[config.mk]
export PLATFORM = sky130hd
export DESIGN_NAME = exc_arbiter
export DESIGN_NICKNAME = d
export VERILOG_FILES = /design/src/rtl/exc_arbiter.sv
export SDC_FILE = /design/constraint.sdc
export NUM_CORES = 1
export LEC_CHECK = 0
export CAP_MARGIN = 10
export CELL_PAD_IN_SITES_DETAIL_PLACEMENT = 0
export CELL_PAD_IN_SITES_GLOBAL_PLACEMENT = 2
export CORE_MARGIN = 2
export CORE_UTILIZATION = 22
export CTS_CLUSTER_SIZE = 16
export DETAILED_ROUTE_END_ITERATION = 16
export PLACE_DENSITY = 0.84
export SYNTH_ARGS = -nofsm -noshare
export SYNTH_HDL_FRONTEND = slang
export SYNTH_SLANG_ARGS = --single-unit
export TNS_END_PERCENT = 100
[constraint.sdc]
create_clock -name clk -period 2.45 [get_ports clk]
set_input_delay 0.3675 -clock clk [delete_from_list [all_inputs] [get_ports clk]]
set_output_delay 0.3675 -clock clk [all_outputs]
set_load 0.05 [all_outputs]
[src/rtl/exc_arbiter.sv]
`default_nettype none
// ============================================================================
// Module      : exc_arbiter
// Description : Writeback exception/ertn arbiter. Commits one event at a time,
//               redirects fetch, then holds flush for FLUSH_HOLD extra cycles.
//               Interrupt detection is built only with EXC_ARBITER_INT_EN.
// Revision    : 1.0 - initial release
// ============================================================================
module exc_arbiter #(
    parameter int FLUSH_HOLD = 2
) (
    input  logic        clk,
    input  logic        resetn,
    input  logic        wb_valid,
    input  logic [31:0] wb_pc,
    input  logic        wb_ex_adef,
    input  logic        wb_ex_ine,
    input  logic        wb_ex_sys,
    input  logic        wb_ex_brk,
    input  logic        wb_ex_ale,
    input  logic [31:0] wb_ale_addr,
    input  logic        wb_ertn,
    input  logic [12:0] csr_estat_is,
    input  logic [12:0] csr_ecfg_lie,
    input  logic        csr_crmd_ie,
    input  logic [31:0] csr_eentry,
    input  logic [31:0] csr_era,
    input  logic        fetch_ready,
    output logic        ex_commit,
    output logic        ertn_commit,
    output logic [5:0]  ex_ecode,
    output logic [8:0]  ex_esubcode,
    output logic [31:0] ex_pc,
    output logic [31:0] ex_badv,
    output logic        badv_we,
    output logic        flush,
    output logic        redirect_valid,
    output logic [31:0] redirect_pc,
    output logic        busy
);

    localparam logic [3:0] c_HOLD       = 4'(FLUSH_HOLD);
    localparam logic [5:0] c_ECODE_INT  = 6'h00;
    localparam logic [5:0] c_ECODE_ADEF = 6'h08;
    localparam logic [5:0] c_ECODE_ALE  = 6'h09;
    localparam logic [5:0] c_ECODE_SYS  = 6'h0B;
    localparam logic [5:0] c_ECODE_BRK  = 6'h0C;
    localparam logic [5:0] c_ECODE_INE  = 6'h0D;

    typedef enum logic [1:0] {
        S_IDLE     = 2'd0,
        S_COMMIT   = 2'd1,
        S_REDIRECT = 2'd2,
        S_DRAIN    = 2'd3
    } state_t;

    state_t      r_state;
    state_t      w_state_nxt;
    logic [3:0]  r_cnt;
    logic [3:0]  w_cnt_nxt;
    logic        w_int_pend;
    logic        w_take_ex;
    logic        w_accept;
    logic [5:0]  w_ecode;
    logic [31:0] w_badv;
    logic        w_badv_we;
    logic        r_is_ertn;
    logic        r_badv_we;
    logic [5:0]  r_ecode;
    logic [31:0] r_pc;
    logic [31:0] r_badv;
    logic [31:0] r_redirect_pc;

`ifdef EXC_ARBITER_INT_EN
    logic r_int_pend;

    always_ff @(posedge clk or negedge resetn) begin
        if (!resetn) begin
            r_int_pend <= 1'b0;
        end else begin
            r_int_pend <= (|(csr_estat_is & csr_ecfg_lie)) & csr_crmd_ie;
        end
    end

    assign w_int_pend = r_int_pend;
`else
    logic w_unused_csr;

    assign w_unused_csr = ^{csr_estat_is, csr_ecfg_lie, csr_crmd_ie};
    assign w_int_pend   = 1'b0;
`endif

    assign w_take_ex = w_int_pend | wb_ex_adef | wb_ex_ine | wb_ex_sys |
                       wb_ex_brk | wb_ex_ale;
    assign w_accept  = (r_state == S_IDLE) && wb_valid && (w_take_ex || wb_ertn);

    // Priority encode; ertn falls through with don't-care ecode and no badv.
    always_comb begin
        w_ecode   = c_ECODE_INT;
        w_badv    = 32'h0;
        w_badv_we = 1'b0;
        if (w_int_pend) begin
            w_ecode = c_ECODE_INT;
        end else if (wb_ex_adef) begin
            w_ecode   = c_ECODE_ADEF;
            w_badv    = wb_pc;
            w_badv_we = 1'b1;
        end else if (wb_ex_ine) begin
            w_ecode = c_ECODE_INE;
        end else if (wb_ex_sys) begin
            w_ecode = c_ECODE_SYS;
        end else if (wb_ex_brk) begin
            w_ecode = c_ECODE_BRK;
        end else if (wb_ex_ale) begin
            w_ecode   = c_ECODE_ALE;
            w_badv    = wb_ale_addr;
            w_badv_we = 1'b1;
        end
    end

    always_comb begin
        w_state_nxt = r_state;
        w_cnt_nxt   = r_cnt;
        case (r_state)
            S_IDLE: begin
                if (w_accept) begin
                    w_state_nxt = S_COMMIT;
                end
            end
            S_COMMIT: begin
                w_state_nxt = S_REDIRECT;
            end
            S_REDIRECT: begin
                if (fetch_ready) begin
                    if (c_HOLD != 4'd0) begin
                        w_state_nxt = S_DRAIN;
                        w_cnt_nxt   = c_HOLD;
                    end else begin
                        w_state_nxt = S_IDLE;
                    end
                end
            end
            S_DRAIN: begin
                w_cnt_nxt = r_cnt - 4'd1;
                if (r_cnt <= 4'd1) begin
                    w_state_nxt = S_IDLE;
                    w_cnt_nxt   = 4'd0;
                end
            end
            default: begin
                w_state_nxt = S_IDLE;
                w_cnt_nxt   = 4'd0;
            end
        endcase
    end

    always_ff @(posedge clk or negedge resetn) begin
        if (!resetn) begin
            r_state <= S_IDLE;
            r_cnt   <= 4'd0;
        end else begin
            r_state <= w_state_nxt;
            r_cnt   <= w_cnt_nxt;
        end
    end

    // Event fields are captured once at acceptance and held until the next one.
    always_ff @(posedge clk or negedge resetn) begin
        if (!resetn) begin
            r_is_ertn     <= 1'b0;
            r_badv_we     <= 1'b0;
            r_ecode       <= 6'h0;
            r_pc          <= 32'h0;
            r_badv        <= 32'h0;
            r_redirect_pc <= 32'h0;
        end else if (w_accept) begin
            r_is_ertn     <= ~w_take_ex;
            r_badv_we     <= w_badv_we;
            r_ecode       <= w_ecode;
            r_pc          <= wb_pc;
            r_badv        <= w_badv;
            r_redirect_pc <= w_take_ex ? csr_eentry : csr_era;
        end
    end

    assign ex_commit      = (r_state == S_COMMIT) & ~r_is_ertn;
    assign ertn_commit    = (r_state == S_COMMIT) &  r_is_ertn;
    assign badv_we        = (r_state == S_COMMIT) &  r_badv_we;
    assign ex_ecode       = r_ecode;
    assign ex_esubcode    = 9'd0;
    assign ex_pc          = r_pc;
    assign ex_badv        = r_badv;
    assign redirect_pc    = r_redirect_pc;
    assign redirect_valid = (r_state == S_REDIRECT);
    assign busy           = (r_state != S_IDLE);
    assign flush          = busy;

endmodule
`default_nettype wire
==> results of run 1 <==
==> routing by layer <==
metal | GRT usage [%] | share of wire [%] | vias up
met2 | 23.1 | 52 | 167
met3 | 4.94 | 8.2 | 20
met1 | 14.1 | 38 | 2012
met4 | 4.53 | 1.7 | 0
li1 | - | - | 1853
met5 | 0 | 0 | -
==> cells in the mapped netlist, drive strengths merged <==
cell and number:
o32a 1, nand2b 34, a21boi 1, a211o 1
or3 2, a222oi 32, buf 25, o21ai 4
o31ai 3, and2 3, conb 1, clkbuf 14
ha 7, nor3 5, o221a 32, o2bb2ai 1
a21oi 3, and3 2, inv 40, nor2 6
dfrtp 108, nand3 1, mux2 33, o31a 1
mux2i 2, nor2b 3, o41ai 3, nand2 10
==> state kept, by name, indices dropped and copies added (netlist names) <==
register	cells
redirect_pc	32
r_badv_we	1
r_cnt	4
ex_pc	32
ex_badv	32
ex_ecode	4
r_is_ertn	1
r_state	2
==> cell type report <==
type,count,share of cell area [%]
clock inverter,6,0.657
clock buffer,10,3.06
inverter,40,1.92
antenna,1,0.0320
sequential,108,34.6
tap,275,4.41
multi-input combinational,201,22.0
timing repair buffer,260,33.3
==> per-stage QoR <==
stage	total power [mW]	TNS, ns	utilization, %	std cells
final	11.7	0	36.9	901
after global routing	12.3	0	36.9	900
after CTS	11.9	0	36.9	900
after detailed placement	10.3	-0.160	35.5	884
after global placement	10.2	0	35.5	884
after floorplan	7.83	0	-	388
==> kinds of logic after synthesis <==
kind of cell / count (synthesis) / synth area share [%]
flops: 108 / 56.6
compound gates: 82 / 17.3
buf+inv: 79 / 8.20
simple gates: 66 / 7.76
mux: 35 / 8.20
fa+ha+maj: 7 / 1.83
other cells: 1 / 0.0785
==> worst max path at each step <==
stage               slack [ns]              startpoint                      to  cells after the start
global placement          0.03              wb_ex_adef   ex_pc[19]$_DFFE_PN0P_                      5
detailed placement       -0.02              wb_ex_adef    ex_pc[3]$_DFFE_PN0P_                      5
finish                    0.28  r_state[1]$_DFFE_PN0P_               ex_commit                      4
CTS                     0.0005  r_state[1]$_DFFE_PN0P_             ertn_commit                      4
global route              0.16  r_state[1]$_DFFE_PN0P_               ex_commit                      4
floorplan                 0.57  r_state[0]$_DFFE_PN0P_  r_state[1]$_DFFE_PN0P_                      5
==> worst max-delay path, stage by stage (launching register included) <==
cell and delay (ns):
dfrtp_1 0.41, inv_1 0.11, ha_1 0.23, nor2b_1 0.16, dlygate4sd2_1 0.55
==> power by group through the flow <==
stage                     sequential, mW  clock, mW  combinational [mW]
after floorplan                     5.95          0                1.88
after global placement              3.12          0                7.12
after detailed placement            3.16          0                7.18
after CTS                           3.14       1.53                7.20
after global routing                3.26       1.59                7.47
final                               3.14       1.45                7.12
==> repair_timing <==
action                                  CTS  global route
pin swaps                                 0             0
resized for setup                         1             4
endpoints found under the setup margin    1             4
==> qor.yml, run 1 <==
drt:
  drtIter0Drc: 284
  finalWirelength_um: 15200
  vias: 4052
  drc: 0
  antenna_left: 0
  first_pass_iters: 5
  wl_per_cell_um: 16.9
  vias_per_cell: 4.50
critical_path:
  critical_path.max_fanout: 4
  path_class: "flop to output pin"
  required_ns: 2.08
  r2r_start: "r_state[0]$_DFFE_PN0P_"
  r2r_slack_ns: 0.36
  r2r_end: "ex_badv[15]$_DFFE_PN0P_"
  startpoint_type: "flop"
  end_kind: "output pin"
  reg2regPathDepth: 8
  worstPathArrival_ns: 1.81
cells_and_area:
  regArea_um2: 2700
  nets: 792
  layout_common_cells: "236 x clkdlybuf4s50_1, 108 x dfrtp_1, 40 x inv_1"
  drive_gt1_share_pct: 16.3
  multi_input_area_um2: 1720
  area_growth_pct: 63.5
  final_area_um2: 7810
  fill_cells: 2004
  mostFrequentLayoutCell: "clkdlybuf4s50_1"
sta:
  layout_setup_ws_ns: 0.276
  finalCriticalPeriod_ns: 2.17
  clock.fmax_ghz: 0.460
  slew_viol_final: 0
  fin_skew_ns: 0.0146
  setup_viol: 0
  timing.hold.ws_ns: 0.00720
  rsz0062_at_grt: "no"
  worst_slew_pin_slew_ns: 0.579
  slew_headroom_pct: 61.4
  hold_viol: 0
  post-route-period-util_pct: 88.7
job:
  cap_violations: 0
power:
  p_leak_nw: 3.44
  switching_share_pct: 48.2
  p_int_mw: 6.06
  max-vdd-ir-drop_mv: 0.912
  clkPwrFrac_pct: 12.4
  seqPwrFrac_pct: 26.8
  combPwrFrac_pct: 60.8
  powerDensity_nw_per_um2: 1500
  switchingPower_mw: 5.65
synthesis:
  avgSynthCellArea_um2: 12.6
  syn_inst: 378
  synth_cell_types: 32
  yosys_warnings: 0
  yosys-top-cells-area: "dfrtp_1 57%, mux2_2 7.8%, o221a_2 7.5%"
  ys_seq_elements: 108
  ys_seq_area_share_pct: 56.6
  post-synth-top-area-cell: "dfrtp_1"
  syn_area_um2: 4770
  synth_top_area_share_pct: 56.6
clocking:
  hold_buffers: 0
  cts.sinks: 108
  cts-root-buf: "clkbuf_16"
  clockBufferDepth: 2
  clk_latency_ns: 0.36
  post_cts_buffers: 0
  cts_tree: "built"
  clk_pin_slew_worst_paths_ns: 0.07
  numCtsBuffers: 9
  cts_max_level: 3
die:
  die-area_um2: 22900
  start_util_pct: 22.6
  core_area_um2: 21200
  rows: 53
  fp.dieW_um: 151
  die_h_um: 151
  boundaryPins: 282
global_routing:
  overflow: 0
  grt_pass1_wl_um: 22800
  grt_pass1_vias: 4380
  gr-usage-all-layers_pct: 13.0
  grt_max_degree: 65
  antenna_found_initial: 2
status:
  status: "finished clean"
place:
  gp_congestion: 0.793
  dp_slack_ns: -0.0166
  place_area_um2: 7510
  dp_hpwl_um: 11100
  io_buffers: 243
worst_hold_path:
  hold_path.class: "primary input to async pin"
Power figures use the tool's default switching activity.
==> run 2: changes to the inputs <==
--- a/config.mk
+++ b/config.mk
@@ -5,7 +5,6 @@
 export SDC_FILE = /design/constraint.sdc
 export NUM_CORES = 1
 export LEC_CHECK = 0
-export CAP_MARGIN = 10
 export CELL_PAD_IN_SITES_DETAIL_PLACEMENT = 0
 export CELL_PAD_IN_SITES_GLOBAL_PLACEMENT = 2
 export CORE_MARGIN = 2
==> results of run 2 <==
No change in the layout: final DEF, timing and power equal those of run 1.
